--- config.mk ---
export PLATFORM = sky130hd
export DESIGN_NAME = fifo_rd_stream_flat
export DESIGN_NICKNAME = d
export VERILOG_FILES = /design/src/rtl/fifo_rd_stream_if.sv /design/src/rtl/fifo_rd_stream.sv /design/src/flat_wrapper.sv
export SDC_FILE = /design/constraint.sdc
export NUM_CORES = 1
export LEC_CHECK = 0
export CORE_ASPECT_RATIO = 2
export CORE_MARGIN = 2
export CORE_UTILIZATION = 45
export DETAILED_ROUTE_END_ITERATION = 6
export PLACE_DENSITY = 0.73
export RECOVER_POWER = 100
export SYNTH_ARGS = -nofsm -noshare
export SYNTH_HDL_FRONTEND = slang
export SYNTH_SLANG_ARGS = --single-unit
--- constraint.sdc ---
create_clock -name clk -period 1.7 [get_ports clk]
set_input_delay 0.425 -clock clk [delete_from_list [all_inputs] [get_ports clk]]
set_output_delay 0.425 -clock clk [all_outputs]
set_load 0.01 [all_outputs]
--- src/rtl/fifo_rd_stream_if.sv ---
// fifo_rd_stream_if: FIFO read port plus downstream valid/ready byte stream
interface fifo_rd_stream_if #(parameter int DATA_W = 8);
  logic              fifo_empty;
  logic [DATA_W-1:0] fifo_data;
  logic              fifo_rd;
  logic              m_valid;
  logic [DATA_W-1:0] m_data;
  logic              m_ready;
  modport master (input fifo_empty, fifo_data, m_ready, output fifo_rd, m_valid, m_data);
  modport slave (output fifo_empty, fifo_data, m_ready, input fifo_rd, m_valid, m_data);
endinterface

--- src/rtl/fifo_rd_stream.sv ---
// fifo_rd_stream: drains a 1-cycle-latency FIFO into a valid/ready stream via a 3-entry prefetch buffer; FIFO_RD_STATS_EN adds byte/stall counters
module fifo_rd_stream #(
  parameter int DATA_W = 8
) (
  input  logic                   clk,
  input  logic                   rst,
  fifo_rd_stream_if.master       bus,
`ifdef FIFO_RD_STATS_EN
  output logic [15:0]            byte_cnt,
  output logic [15:0]            stall_cnt,
`endif
  output logic [1:0]             occupancy
);
  logic [DATA_W-1:0] mem [3];
  logic [1:0] head, tail;
  logic inflight, rd, valid, pop;
  function automatic logic [1:0] nxt(input logic [1:0] p);
    return p == 2'd2 ? 2'd0 : p + 2'd1;
  endfunction
  // Issue rule counts the outstanding read so the buffer can never overflow; m_ready is deliberately absent
  assign rd = !rst && !bus.fifo_empty && ({1'b0, occupancy} + {2'b0, inflight} < 3'd3);
  assign valid = occupancy != 2'd0;
  assign pop = valid && bus.m_ready;
  assign bus.fifo_rd = rd;
  assign bus.m_valid = valid;
  assign bus.m_data = valid ? mem[head] : '0;
  // Pointer, occupancy and in-flight bookkeeping; reset drops any byte still returning from the FIFO
  always_ff @(posedge clk or posedge rst) begin
    if (rst) begin
      head <= 2'd0;
      tail <= 2'd0;
      occupancy <= 2'd0;
      inflight <= 1'b0;
    end else begin
      inflight <= rd;
      if (inflight) tail <= nxt(tail);
      if (pop) head <= nxt(head);
      occupancy <= (inflight && !pop) ? occupancy + 2'd1 :
                   (!inflight && pop) ? occupancy - 2'd1 : occupancy;
    end
  end
  // Capture the byte returned for last cycle's read at the tail
  always_ff @(posedge clk) begin
    if (inflight) mem[tail] <= bus.fifo_data;
  end
`ifdef FIFO_RD_STATS_EN
  // Delivered-byte counter wraps; stall counter saturates
  always_ff @(posedge clk or posedge rst) begin
    if (rst) begin
      byte_cnt <= 16'd0;
      stall_cnt <= 16'd0;
    end else begin
      if (pop) byte_cnt <= byte_cnt + 16'd1;
      if (valid && !bus.m_ready && stall_cnt != 16'hFFFF) stall_cnt <= stall_cnt + 16'd1;
    end
  end
`endif
endmodule

--- src/flat_wrapper.sv ---
// flat-port wrapper written by rule: the top's interface ports become plain ports
module fifo_rd_stream_flat 
#(
  parameter int DATA_W = 8
)
  (clk, rst, occupancy, bus_fifo_empty, bus_fifo_data, bus_m_ready, bus_fifo_rd, bus_m_valid, bus_m_data);
  fifo_rd_stream_if #(.DATA_W(DATA_W)) bus_i ();
  input  logic clk;
  input  logic rst;
  output logic [1:0] occupancy;
  input wire logic [$bits(bus_i.fifo_empty)-1:0] bus_fifo_empty;
  input wire logic [$bits(bus_i.fifo_data)-1:0] bus_fifo_data;
  input wire logic [$bits(bus_i.m_ready)-1:0] bus_m_ready;
  output wire logic [$bits(bus_i.fifo_rd)-1:0] bus_fifo_rd;
  output wire logic [$bits(bus_i.m_valid)-1:0] bus_m_valid;
  output wire logic [$bits(bus_i.m_data)-1:0] bus_m_data;
  assign bus_i.fifo_empty = bus_fifo_empty;
  assign bus_i.fifo_data = bus_fifo_data;
  assign bus_i.m_ready = bus_m_ready;
  assign bus_fifo_rd = bus_i.fifo_rd;
  assign bus_m_valid = bus_i.m_valid;
  assign bus_m_data = bus_i.m_data;
  fifo_rd_stream #(.DATA_W(DATA_W)) u_core (.clk(clk), .rst(rst), .bus(bus_i), .occupancy(occupancy));
endmodule
* Yosys cells after proc, flatten, opt, wreduce, memory -nomap -nowiden *
Memories as Yosys holds them, arrays and structs flattened.
Index checks and enable logic that the tools add are counted.

storage, ports and cells
  latch bits = 0
  memories kept = 1
  memory bits (read-only) = 0
  bits in registers = 7
  RAM bits = 24
  logic and storage cells = 31
  bits of input ports = 12
  output and inout bits = 12

operators by class
  multipliers = 0
  bitwise gates (word level) = 0
  divide/modulo/power cells = 0
  $lt $le $gt $ge = 1
  reduce and logical (&&, ||, !) cells = 11
  shift operators = 0
  $add $sub $neg = 5
  eq/ne operators = 2
  muxes and demuxes = 7

memories
  name        depth  width  rd ports  clocked after memory_dff  write ports  line                  RTL
  u_core.mem  3      8      1         0                         1            fifo_rd_stream.sv:14  logic [DATA_W-1:0] mem [3];

operator list
  operator               count
  $mux W2                4
  $mux W8                1
  $add A2 B1 Y2 const B  3
  $logic_and A1 B1 Y1    5
  $eq A2 B2 Y1 const B   2
  $logic_not A1 Y1       4
  $reduce_bool A2 Y1     2
  $add A2 B1 Y3          1
  $lt A3 B2 Y1 const B   1
  $mux W1                2
  $sub A2 B1 Y2 const B  1

* Logic depth before layout (Yosys ltp) *
  depth after elaboration = 5
  mapped depth = 5
  depth with buffers taken out = 5

* Least setup slack after synthesis *
OpenSTA, ideal clock, no wires.

  path kind = reg-to-output
  start point = register u_core.occupancy[0]
  end point = output port bus_fifo_rd
  data arrival time = 1.736 ns
  stages on the path, launching flop included = 4
  slack = -0.461 ns
  path buffers = 0
  required time = 1.275 ns
  cell sequence = dfrtp_1 ha_1 ha_1 a2111oi_0

on the way
  cells in the longest elaborated chain, start to end = 3

ends and longest elaborated chain
  what                    line                  RTL
  start, declared         fifo_rd_stream.sv:12  output logic [1:0] occupancy
  start signal, assigned  fifo_rd_stream.sv:38  occupancy <= (inflight && !pop) ? occupancy + 2'd1 :
  $add A2 B1 Y3           fifo_rd_stream.sv:21  assign rd = !rst && !bus.fifo_empty && ({1'b0, occupancy} + {2'b0, inflight} < 3'd3);
  $lt A3 B2 Y1            fifo_rd_stream.sv:21
  $logic_and A1 B1 Y1     fifo_rd_stream.sv:21
  end, declared           flat_wrapper.sv:14    output wire logic [$bits(bus_i.fifo_rd)-1:0] bus_fifo_rd;

Every way passes these cells.

* Worst setup path in the final report *
  start point = register u_core.inflight
  end point = output port bus_fifo_rd

on the way
  cells in the longest elaborated chain, start to end = 3

ends and longest elaborated chain
  what                    line                  RTL
  start, declared         fifo_rd_stream.sv:16  logic inflight, rd, valid, pop;
  start signal, assigned  fifo_rd_stream.sv:35  inflight <= rd;
  $add A2 B1 Y3           fifo_rd_stream.sv:21
  $lt A3 B2 Y1            fifo_rd_stream.sv:21
  $logic_and A1 B1 Y1     fifo_rd_stream.sv:21

Every way passes these cells.

==> metrics.md <==
| Metric | Value |
|---|---|
| Initial Utilization | `0.472` |
| Cell mode on critical path | `ha_4` |
| Die Y | `between 80 and 90 um` |
| Largest family of logic cells by synthesized area | `multiplexers` |
| Max_slew headroom | `0.676` |
| Synth area leader | `edfxtp_1` |
| Row cnt | `27` |
| CTS tree | `built` |
| Cells on worst reg2reg path | `6` |
| Clock transition at path regs | `around 0.06 ns` |
| Max_cap viols | `0` |
| DR iter-0 viols | `9` |
| PortBufs | `23` |
| TritonCTS Buffers | `5` |
| Adder-cell share of the synthesized area | `0.0287` |
| RSZ-0062 raised after global routing | `yes` |
| Tcrit/Tclk final | `1.17` |
| Multiplexer share of the synthesized area | `0.150` |
| Flip-flop and latch area | `roughly 900 um^2` |
| Register area share after synthesis | `0.685` |
| Total gr overflow | `0` |
| Worst VDD drop | `between 0.9 and 1 mV` |
| Total routed wirelength | `~2500 um` |
| Status | `complete, but fails checks` |
| Synth Area in Compound Gates | `0.0354` |
| Asr flop ratio synth | `0.226` |
| Wire length per cell | `approximately 16 um` |
| Violated checks | `negative setup slack` |
| Footprint of the multi-input gates | `around 430 um^2` |
| Vias per cell | `around 5.2` |
| DP Wirelength | `about 1800 um` |
| Clock Latency Late Sink | `approximately 0.28 ns` |
| Crit path DAT | `between 1.5 and 2 ns` |
| Vias in the first global route | `about 920` |
| GRT Overall Usage | `0.176` |
| Leakage | `0.745 nW` |
| Post-route insts no fill | `approximately 150` |
| Synth Cell Area | `roughly 1300 um^2` |
| TritonRoute pass-1 iters | `4` |
| Clk buf depth | `2` |
| Core ar. | `2770 um^2` |
| N_diodes | `0` |
| Seq cells post-synth | `31` |
| Setup WS post-layout | `-0.296 ns` |
| Crit path capture type | `output port` |
| Final-report setup violation count | `9` |
| Max Clock Skew | `~0.0044 ns` |
| Synth top area cells | `edfxtp_1 55%, dfrtp_1 13%, mux2_4 8.0%` |
| Distinct cell type count after synthesis | `21` |
| Ratio of cells with drive above 1 in the final layout | `0.371` |
| CTS root buf | `clkbuf_8` |
| Share of the synthesized area in the top cell type | `0.551` |
| PD cells | `about 1700 nW/um^2` |
| Gate Count Post-Synth | `82` |
| DIE AREA | `3380 um^2` |
| H-tree lvl count | `2` |
| Simple-gate share of the synthesized area | `0.0554` |
| DP Cell Count | `about 140` |
| Slowest cell on crit path | `dfrtp_1` |
| Hold Vio Cnt, Final | `0` |
| Critical-path maximum fanout | `2` |
| Worst min path class | `reg2reg` |
| Syn avg cell area | `16.0 um^2` |
| Tightest Pin Transition | `around 0.49 ns` |
| Critical Path RT | `around 1.3 ns` |
| Post-synth EDFFs | `24` |
| Worst setup SP type | `register` |
| Gpl congestion | `0.693` |
| Final hold slack | `between 0.5 and 0.6 ns` |
| Fmax | `about 500 MHz` |
| Antenna viol nets, final | `0` |
| Largest net degree at the start of global routing | `11` |
| Cell breakdown of the critical path | `ha_4 -> ha_4 -> a2111oi_4 -> buf_2` |
| Post-synth top cells | `24 x edfxtp_1, 12 x nor2_1, 8 x mux2i_1, 7 x dfrtp_1, 7 x mux2_4` |
| CP peak stage delay | `~0.42 ns` |
| Crit path time final | `2.00 ns` |
| Post-Synth XOR/XNOR Area | `0.0201` |
| CP Class | `reg2out` |
| Fill cells | `roughly 230` |
| Clk sinks | `31` |
| Via count | `~800` |
| Drc violations | `0` |
| Yosys warnings | `0` |
| Fin nets | `138` |
| Hold Crit Depth | `1` |
| Io pins | `24` |
| Die Wd | `around 42 um` |
| First-pass GRT wire length | `4220 um` |
| Slew Viols, Final | `0` |
| Synthesized Nets | `97` |
| Area added between synthesis and finish | `36.5%` |
| Number of antenna violations at the first check in global routing | `0` |
| Most numerous cell in the Yosys netlist | `edfxtp_1` |
| Synth Flop Type | `edfxtp_1` |
-- path summary, 6_finish.rpt --
| path | from | endpoint | slack (ns) |
|---|---|---|---|
| hold reg to reg | u_core.tail[1]$_DFFE_PP0P_ | u_core.tail[1]$_DFFE_PP0P_ | 0.52 |
| setup / recovery | u_core.inflight$_DFF_PP0_ | bus_fifo_rd | -0.30 |
| hold / removal | u_core.tail[1]$_DFFE_PP0P_ | u_core.tail[1]$_DFFE_PP0P_ | 0.52 |
| max in group asynchronous | rst | u_core.occupancy[0]$_DFFE_PP0P_ | 0.87 |
| min in group asynchronous | rst | u_core.head[0]$_DFFE_PP0P_ | 0.59 |
| setup reg to reg | u_core.occupancy[0]$_DFFE_PP0P_ | u_core.occupancy[1]$_DFFE_PP0P_ | 0.33 |
-- stage by stage --
step	setup slack [ns]	cell area [um^2]	total power [mW]	TNS, ns	util
6_report	-0.296	1790	3.06	-1.76	0.645
5_1_grt	-0.365	1790	3.24	-2.47	0.645
4_1_cts	-0.318	1800	3.13	-1.86	0.650
3_5_place_dp	-0.511	1670	2.39	-2.44	0.603
3_3_place_gp	-0.481	1670	2.33	-2.13	0.603
2_1_floorplan	0.0191	1340	1.78	0	-
-- report_power, final --
part / internal (mW) / total, mW / switching [mW]
combinational: 0.673 / 1.24 / 0.568
clock: 0.473 / 0.740 / 0.266
sequential: 0.969 / 1.08 / 0.114
total: 2.11 / 3.06 / 0.948
-- critical path: cells and delay by family (launching register included) --
family,cells,cell delay [ns]
buf+inv,1,0.19
fa+ha+maj,2,0.39
compound gates,1,0.29
flops,1,0.42
-- area by class of cell --
class | count | share of cell area
inverter | 4 | 0.00840
clock inverter | 2 | 0.0196
tap | 29 | 0.0203
multi-input combinational | 45 | 0.243
sequential | 31 | 0.502
timing repair buffer | 36 | 0.160
clock buffer | 6 | 0.0462
-- cell families after synthesis --
kind of cell	after synthesis
xor+xnor	3
flops	31
simple gates	17
compound gates	6
fa+ha+maj	3
buf+inv	6
mux	16
-- placed cells by master (no fill, tap or decap), drive strengths merged, types with 3 or more instances in the layout --
cell type / count
mux2: 8
edfxtp: 24
clkbuf: 6
dfrtp: 7
inv: 4
buf: 23
nor2: 12
ha: 3
mux2i: 8
a21o: 3
dlygate4sd3: 9
-- per-layer routing --
layer  vias up  share of wire  GRT usage
met2        22           0.60      0.345
met3         8          0.035     0.0270
met5         -              0          0
met4         0          0.028      0.103
met1       394           0.34      0.163
li1        378              -          -
-- timing repair --
item / in CTS / in global routing
pin swaps: 0 / 3
setup buffers: 4 / 0
resized for setup: 51 / 1
hold buffers: 0 / 0
endpoints found under the setup margin: 12 / 10
-- sequential cells by signal, indices dropped and copies added, names as in the netlist --
| register | count |
|---|---|
| u_core.tail | 2 |
| u_core.occupancy | 2 |
| u_core.head | 2 |
| u_core.inflight | 1 |
| u_core.mem | 24 |
No activity file was read; power rests on OpenSTA's default activity.
